$ cat src/rtl/ps2_receptor_teclado.sv
// rtl/ps2_receptor_teclado.sv - PS/2 keyboard receiver that turns command-key make codes into control tokens.
module ps2_receptor_teclado #(
  parameter int FILTER_LEN  = 8,
  parameter int TIMEOUT_CYC = 50000
) (
  input  logic       clk_i,
  input  logic       rst_i,
  input  logic       ps2_clk_i,
  input  logic       ps2_data_i,
  output logic [7:0] datotec_o,
  output logic       valid_o,
  output logic       err_o
);

  localparam int FW = $clog2(FILTER_LEN) + 1;
  localparam int TW = $clog2(TIMEOUT_CYC) + 1;
  localparam logic [FW-1:0] FLT_MAX = FW'(FILTER_LEN - 1);
  localparam logic [TW-1:0] TMO_MAX = TW'(TIMEOUT_CYC - 1);

  localparam logic [2:0] S_IDLE   = 3'd0;
  localparam logic [2:0] S_DATA   = 3'd1;
  localparam logic [2:0] S_PARITY = 3'd2;
  localparam logic [2:0] S_STOP   = 3'd3;
  localparam logic [2:0] S_DECODE = 3'd4;

  logic [1:0]    clk_sync_q, data_sync_q;
  logic          filt_q, filt_d;
  logic [FW-1:0] fcnt_q, fcnt_d;
  logic          fall;
  logic          data_s;

  logic [2:0]    state_q, state_d;
  logic [7:0]    shift_q, shift_d;
  logic [2:0]    bit_cnt_q, bit_cnt_d;
  logic          par_q, par_d;
  logic          ok_q, ok_d;
  logic          brk_q, brk_d;
  logic          ext_q, ext_d;
  logic [TW-1:0] tmo_q, tmo_d;
  logic [7:0]    dat_q, dat_d;
  logic          valid_q, valid_d;
  logic          err_q, err_d;
  logic [7:0]    tok;

  assign data_s = data_sync_q[1];

  // Filtered clock flips only after FILTER_LEN consecutive opposite samples.
  always_comb begin
    filt_d = filt_q;
    fcnt_d = '0;
    if (clk_sync_q[1] != filt_q) begin
      if (fcnt_q == FLT_MAX) begin
        filt_d = ~filt_q;
      end else begin
        fcnt_d = fcnt_q + 1'b1;
      end
    end
  end

  assign fall = filt_q & ~filt_d;

  always_comb begin
    tok = 8'hFF;
    case (shift_q)
      8'h43:   tok = 8'h80;
      8'h32:   tok = 8'hC1;
      8'h1C:   tok = 8'h88;
      8'h21:   tok = 8'hC6;
      8'h23:   tok = 8'hA1;
      8'h5A:   tok = 8'hFE;
      default: tok = 8'hFF;
    endcase
  end

  always_comb begin
    state_d   = state_q;
    shift_d   = shift_q;
    bit_cnt_d = bit_cnt_q;
    par_d     = par_q;
    ok_d      = ok_q;
    brk_d     = brk_q;
    ext_d     = ext_q;
    tmo_d     = (state_q == S_IDLE) ? '0 : tmo_q + 1'b1;
    dat_d     = 8'hFF;
    valid_d   = 1'b0;
    err_d     = 1'b0;

    case (state_q)
      S_IDLE: begin
        if (fall && !data_s) begin
          state_d   = S_DATA;
          bit_cnt_d = '0;
        end
      end
      S_DATA: begin
        if (fall) begin
          shift_d   = {data_s, shift_q[7:1]};
          bit_cnt_d = bit_cnt_q + 1'b1;
          if (bit_cnt_q == 3'd7) state_d = S_PARITY;
        end
      end
      S_PARITY: begin
        if (fall) begin
          par_d   = data_s;
          state_d = S_STOP;
        end
      end
      S_STOP: begin
        if (fall) begin
          ok_d    = data_s & ((^shift_q) ^ par_q);
          state_d = S_DECODE;
        end
      end
      S_DECODE: begin
        state_d = S_IDLE;
        if (!ok_q) begin
          err_d = 1'b1;
        end else if (shift_q == 8'hF0) begin
          brk_d = 1'b1;
        end else if (shift_q == 8'hE0) begin
          ext_d = 1'b1;
        end else if (brk_q) begin
          brk_d = 1'b0;
          ext_d = 1'b0;
        end else begin
          ext_d = 1'b0;
          if (tok != 8'hFF) begin
            dat_d   = tok;
            valid_d = 1'b1;
          end
        end
      end
      default: state_d = S_IDLE;
    endcase

    // A stalled keyboard clock aborts the frame and forgets any prefix.
    if (state_q != S_IDLE && state_q != S_DECODE) begin
      if (fall) begin
        tmo_d = '0;
      end else if (tmo_q == TMO_MAX) begin
        state_d = S_IDLE;
        err_d   = 1'b1;
        brk_d   = 1'b0;
        ext_d   = 1'b0;
        tmo_d   = '0;
      end
    end
  end

  always_ff @(posedge clk_i or negedge rst_i) begin
    if (!rst_i) begin
      clk_sync_q  <= 2'b11;
      data_sync_q <= 2'b11;
      filt_q      <= 1'b1;
      fcnt_q      <= '0;
      state_q     <= S_IDLE;
      shift_q     <= '0;
      bit_cnt_q   <= '0;
      par_q       <= 1'b0;
      ok_q        <= 1'b0;
      brk_q       <= 1'b0;
      ext_q       <= 1'b0;
      tmo_q       <= '0;
      dat_q       <= 8'hFF;
      valid_q     <= 1'b0;
      err_q       <= 1'b0;
    end else begin
      clk_sync_q  <= {clk_sync_q[0], ps2_clk_i};
      data_sync_q <= {data_sync_q[0], ps2_data_i};
      filt_q      <= filt_d;
      fcnt_q      <= fcnt_d;
      state_q     <= state_d;
      shift_q     <= shift_d;
      bit_cnt_q   <= bit_cnt_d;
      par_q       <= par_d;
      ok_q        <= ok_d;
      brk_q       <= brk_d;
      ext_q       <= ext_d;
      tmo_q       <= tmo_d;
      dat_q       <= dat_d;
      valid_q     <= valid_d;
      err_q       <= err_d;
    end
  end

  assign datotec_o = dat_q;
  assign valid_o   = valid_q;
  assign err_o     = err_q;

endmodule

$ cat config.mk
export PLATFORM = sky130hd
export DESIGN_NAME = ps2_receptor_teclado
export DESIGN_NICKNAME = d
export VERILOG_FILES = /design/src/rtl/ps2_receptor_teclado.sv
export SDC_FILE = /design/constraint.sdc
export NUM_CORES = 1
export LEC_CHECK = 0
export BUFFER_PORTS_ARGS = -buffer_cell sky130_fd_sc_hd__buf_4
export CORE_MARGIN = 1
export CORE_UTILIZATION = 42
export DETAILED_ROUTE_END_ITERATION = 8
export PLACE_DENSITY_LB_ADDON = 0.2
export SKIP_LAST_GASP = 1
export SLEW_MARGIN = 20
export SYNTH_ARGS = -nofsm -noshare
export SYNTH_HDL_FRONTEND = slang
export SYNTH_SLANG_ARGS = --single-unit
$ cat constraint.sdc
create_clock -name clk_i -period 2.1 [get_ports clk_i]
set_clock_uncertainty 0.2 [all_clocks]
set_input_delay 0 -clock clk_i [delete_from_list [all_inputs] [get_ports clk_i]]
set_output_delay 0 -clock clk_i [all_outputs]
set_load 0.005 [all_outputs]
==> results of run 1 <==
## logic make-up after synthesis
logic type | count (synthesis) | share of synthesized area
and+or+nand+nor | 81 | 0.180
buffers and inverters | 21 | 0.0417
AOI/OAI and AO/OA | 32 | 0.0796
DFF | 51 | 0.488
adders and majority gates | 19 | 0.0900
xor gates and xnor gates | 18 | 0.0649
other | 1 | 0.00142
muxes | 14 | 0.0545
## layout make-up
type                       instances  area [um2]  area share
timing repair buffer              33         255      0.0844
clock inverter                     1        7.51     0.00248
inverter                          13        48.8      0.0161
sequential                        51        1290       0.426
multi-input combinational        165        1250       0.414
clock buffer                       7        76.3      0.0252
tap                               75        93.8      0.0310
## critical path, stage by stage (launching register included)
cell      delay [ps]
dfrtp_1          390
or3_1            340
or4_4            530
o21ai_4          150
buf_4            170
a21boi_0          90
## metal layers
layer | up-vias | track usage
met5 | - | 0
met4 | 0 | 0.0393
met3 | 4 | 0.0528
met2 | 29 | 0.248
met1 | 871 | 0.226
li1 | 908 | -
## flip-flops by register name, indices dropped and copies added (netlist names)
register / cells
valid_o: 1
filt_q: 1
clk_sync_q: 2
ok_q: 1
fcnt_q: 4
datotec_o: 6
data_sync_q: 2
par_q: 1
tmo_q: 17
shift_q: 8
brk_q: 1
bit_cnt_q: 3
state_q: 3
err_o: 1
## worst min-delay path by stage
| stage | from | to | slack [ps] | depth (start not counted) |
|---|---|---|---|---|
| after floorplan | rst_i | bit_cnt_q[0] | -500 | 0 |
| after global placement | rst_i | fcnt_q[3] | -130 | 1 |
| after detailed placement | rst_i | fcnt_q[3] | -130 | 1 |
| after CTS | rst_i | tmo_q[6] | 80 | 2 |
| after global routing | rst_i | tmo_q[11] | 120 | 2 |
| final | rst_i | tmo_q[6] | 70 | 2 |
## cells in the mapped netlist, types with 2 or more instances
| cell | number | area share |
|---|---|---|
| a21oi_1 | 18 | 0.034 |
| a22oi_1 | 3 | 0.0085 |
| and3_1 | 2 | 0.0047 |
| and4_1 | 2 | 0.0066 |
| buf_4 | 2 | 0.0057 |
| buf_6 | 3 | 0.013 |
| clkbuf_1 | 2 | 0.0028 |
| dfrtp_1 | 40 | 0.38 |
| dfstp_2 | 11 | 0.11 |
| ha_1 | 19 | 0.090 |
| inv_1 | 13 | 0.018 |
| mux2_2 | 3 | 0.013 |
| mux2i_1 | 11 | 0.042 |
| nand2_1 | 13 | 0.018 |
| nand2b_1 | 2 | 0.0047 |
| nand3_1 | 9 | 0.017 |
| nand3b_1 | 2 | 0.0057 |
| nand4_1 | 15 | 0.036 |
| nor2_1 | 9 | 0.013 |
| nor2b_1 | 2 | 0.0047 |
| nor3_1 | 8 | 0.015 |
| nor4_1 | 4 | 0.0095 |
| nor4b_1 | 2 | 0.0066 |
| o21ai_0 | 2 | 0.0038 |
| or2_2 | 2 | 0.0047 |
| or3_1 | 2 | 0.0047 |
| xnor2_1 | 10 | 0.033 |
| xor2_1 | 7 | 0.023 |
## metrics by stage
step / setup slack [ps] / cells
CTS: 66.1 / 345
detailed placement: 97.3 / 334
global placement: 123 / 334
finish: 104 / 345
floorplan: 98.4 / 237
global route: -0.825 / 345
## report_power, final
part | internal [mW] | total, mW | switching, mW
clock network | 0.236 | 0.543 | 0.306
registers | 1.03 | 1.05 | 0.0282
logic | 0.0494 | 0.107 | 0.0571
total | 1.31 | 1.70 | 0.392
## timing repair
action | 4_1_cts | 5_1_grt
endpoints found under the setup margin | 0 | 4
hold buffers | 3 | 0
resized for setup | 0 | 3
endpoints found under the hold margin | 53 | 0
==> metrics.txt, run 1 <==
status=complete, no violations; VDD IR max=between 300 and 400 uV; CP startpoint=tmo_q[12]; Reg2Reg Depth=5; metal1 wirelength=between 2000 and 2500 um; post-DR vias/cell=between 5 and 6; first-pass GRT wire length=between 8000 and 9000 um; Hold Vio Cnt, Final=0; Syn. warnings=0; Final min period=roughly 2000 ps; Slew HR=0.569; core box area=around 0.0060 mm2; H-Tree Depth=2; vias=about 1800; Syn Area/Cell=11.1 um2; Post-Route Setup TNS=0 ps; Final Hold Slack=approximately 70 ps; CP arrival=1960 ps; DP Area=~0.0029 mm2; most common cell after layout, fill and taps aside=dfrtp_1; worst path required time=between 2000 and 2500 ps; post-synthesis register bit count=51; DRC Markers=0; final antenna diode count=0; HP Class=primary input to async pin; die width=~81 um; Ports=14; WS Path Type=flop to flop; syn_nets=260; critical path endpoint=tmo_q[1]; Leakage=1.32 nW; Post-synth EDFFs=0; Seq/Total Area, Yosys=0.488; startpoint types=flop; root buf cell=clkbuf_8; Nets=292; post-route cell area=roughly 0.0030 mm2; number of DRC markers in iteration 0=78; most frequent cells in the layout=40 x dfrtp_1, 30 x buf_4, 19 x ha_1; prevailing post-synth register cell=dfrtp_1; Max Root-Sink Buffers=2; P per Cell Area=between 500 and 600 mW/mm2; total power=about 1.7 mW; Mapped Area=0.00264 mm2; postcts setup bufs=0; HPWL after DPL=3370 um; gr ovfl total=0; share of cells above drive strength 1=0.226; r2r endpoint=tmo_q[1]; GPL Wtd Cong=between 0.7 and 0.8; Initial Util=0.441; all-layer global routing usage=0.164; # fillers=roughly 530; Reg2Reg Setup Slack=approximately 100 ps; Final setup viols=0; max cap viols=0; CTS tree=done; Clock Pin Slew Worst Setup and Hold Paths=100 ps; fin crit share=0.951; DRT Pass-1 Iters=4; fin util=0.505; number of global-route vias before repair=1801; Worst R2R Start=tmo_q[12]; Site Rows=28; final WL=between 4000 and 5000 um; unrepaired setup endpoints after global routing=yes; Max Fclk=about 500 MHz; DR WL met3=between 100 and 150 um; Antenna Violating Nets Remaining=0; Inserted Clock Buffers=5; largest net degree at the start of global routing=between 50 and 60; initial antenna violation count=0; cells after synthesis=approximately 240; DIE HEIGHT=between 80 and 90 um; Worst Max-Slew Pin Slew=646 ps; Top Metal Used=met4; Worst-Skew Late Latency=around 300 ps; P&R area growth vs syn=14.5%; endpoint class of the critical path=flop; full die area=0.00661 mm2; fraction of registers with async set/reset=1.00; I/O Buffers=12; Max FO, Critical Path=8; wire per inst=13.5 um; Synth cell types=between 40 and 50; final slew viol count=0; wire length on met2=2080 um; clock sinks=51
No activity file was read; power rests on OpenSTA's default activity.
==> inputs of run 2 (changes only) <==
- CELL_PAD_IN_SITES_DETAIL_PLACEMENT: not set -> 1
- CELL_PAD_IN_SITES_GLOBAL_PLACEMENT: not set -> 1
- CORE_MARGIN: 1 -> 5
==> run 2 against run 1 <==
  * Critical path depth did not move
  * Sequential share of layout area fell by 0.23 points
  * Global-route usage is 1.0 points lower
  * Cell count did not move
  * Utilization is essentially flat
  * Die area is 21% higher
  * Fmax decreased by 0.62%
  * Clock power grew 5.9%
  * Setup slack got worse by 12 ps
  * Critical endpoint is now tmo_q[15]
  * Highest routed layer unchanged
==> metrics.txt, run 2 (synthesis results as in run 1) <==
status=complete, no violations; total power=1.74 mW (+1.8%); gr ovfl total=0 (unchanged); I/O Buffers=12 (unchanged); die width=89.3 um (+9.8%); Post-Route Setup TNS=0 ps (unchanged); HP Class=primary input to async pin; CP arrival=1980 ps (+20 ps); Initial Util=0.438 (-0.00256); largest net degree at the start of global routing=52 (unchanged); critical path's slowest cell=or4_4; Inserted Clock Buffers=5 (unchanged); Antenna Violating Nets Remaining=0 (unchanged); Nets=292 (unchanged); Reg2Reg Setup Slack=90 ps (about the same); fin crit share=0.956 (+0.00590); share of cells above drive strength 1=0.237 (+0.0111); HPWL after DPL=3980 um (+18%); root buf cell=clkbuf_8; post-DR vias/cell=5.37 (+2.2%); crit-path max cell delay=520 ps (about the same); final WL=5480 um (+18%); final antenna diode count=0 (unchanged); most frequent cells in the layout=40 x dfrtp_1, 28 x buf_4, 19 x ha_1; P per Cell Area=570 mW/mm2 (+1.3%); endpoint class of the critical path=flop; initial antenna violation count=0 (unchanged); core box area=0.00603 mm2 (+0.58%); Worst-Skew Late Latency=310 ps (about the same); H-Tree Depth=2 (unchanged); final slew viol count=0 (unchanged); startpoint types=flop; Clock Pin Slew Worst Setup and Hold Paths=90 ps (about the same); GPL Wtd Cong=0.830 (+6.3%); CTS tree=done; Site Rows=28 (unchanged); P&R area growth vs syn=15.2%; Hold Vio Cnt, Final=0 (unchanged); WS Path Type=flop to flop; worst path required time=2070 ps (about the same); max cap viols=0 (unchanged); all-layer global routing usage=0.154 (-0.00996); Slew HR=0.572 (+0.00232); DP Area=0.00290 mm2 (unchanged); VDD IR max=299 uV (-20%); number of global-route vias before repair=1914 (+6.3%); most common cell after layout, fill and taps aside=dfrtp_1; Max Fclk=498 MHz (-0.62%); unrepaired setup endpoints after global routing=yes; full die area=0.00797 mm2 (+21%); register with the most flip-flops=tmo_q; Max FO, Critical Path=8 (unchanged); Leakage=1.32 nW (+0.35%); DRC Markers=0 (unchanged); Final min period=2010 ps (+12.4 ps); Ports=14 (unchanged); wire per inst=15.9 um (+18%); clock sinks=51 (unchanged); DRT Pass-1 Iters=6 (+2); first-pass GRT wire length=9430 um (+14%); max FFs per register=17 (unchanged); # fillers=687 (+29%); postcts setup bufs=0 (unchanged); vias=1851 (+2.2%); Final setup viols=0 (unchanged); Critical Path, Cell by Cell=or3_1 -> or4_4 -> o21ai_4 -> buf_6 -> a22oi_1; post-route cell area=0.00304 mm2 (+0.54%); number of DRC markers in iteration 0=50 (-36%); Worst Max-Slew Pin Slew=642 ps (-3.49 ps); Final Hold Slack=32.7 ps (-36.4 ps); Max Root-Sink Buffers=2 (unchanged); DIE HEIGHT=89.3 um (+9.8%)
-- run 2: final cells by class --
cell class	count	area [um2]	area share
Clock buffer	5	68.8	0.0226
Clock inverter	3	20.0	0.00658
Multi-Input combinational cell	165	1260	0.413
Inverter	13	48.8	0.0160
Tap cell	75	93.8	0.0309
Sequential cell	51	1290	0.424
Timing Repair Buffer	33	263	0.0864
-- run 2: worst paths after layout --
kind | endpoint | depth (start not counted) | start
worst max-delay path | tmo_q[15] | 5 | tmo_q[16]
worst min-delay path | fcnt_q[2] | 2 | rst_i
worst max register to register | tmo_q[15] | 5 | tmo_q[16]
worst min register to register | data_sync_q[1] | 0 | data_sync_q[0]
max in group asynchronous | bit_cnt_q[0] | 2 | rst_i
min in group clk_i | data_sync_q[0] | 2 | ps2_data_i
-- run 2: through the flow --
| stage | setup slack [ps] | utilization | cells |
|---|---|---|---|
| after floorplan | 98.4 | - | 237 |
| after global placement | 122 | 0.481 | 334 |
| after detailed placement | 57.9 | 0.481 | 334 |
| after CTS | 15.5 | 0.501 | 345 |
| after global routing | -3.20 | 0.505 | 345 |
| final | 91.5 | 0.505 | 345 |
-- run 2: what timing repair did --
action,in CTS,in global routing
gates resized for setup,0,6
hold buffers,3,0
endpoints found under the setup margin,0,10
hold endpoints to repair,53,0
-- run 2: power by group --
part | total, mW | switching (mW) | internal, mW
clock network | 0.575 | 0.343 | 0.233
logic | 0.108 | 0.0580 | 0.0495
registers | 1.05 | 0.0260 | 1.03
total | 1.74 | 0.427 | 1.31
-- run 2: metal layers --
metal  routed length (um)  global-route usage  vias to the layer above
met2                 2550               0.236                       20
met5                    0                   0                        -
li1                     -                   -                      905
met3                  159              0.0359                        6
met4                   78              0.0514                        0
met1                 2690               0.215                      920
-- run 2: worst max-delay path: cells and delay by family (launching register included) --
kind	cells	cell delay (ps)
simple gates	2	880
flops	1	390
buf+inv	1	150
compound gates	2	250
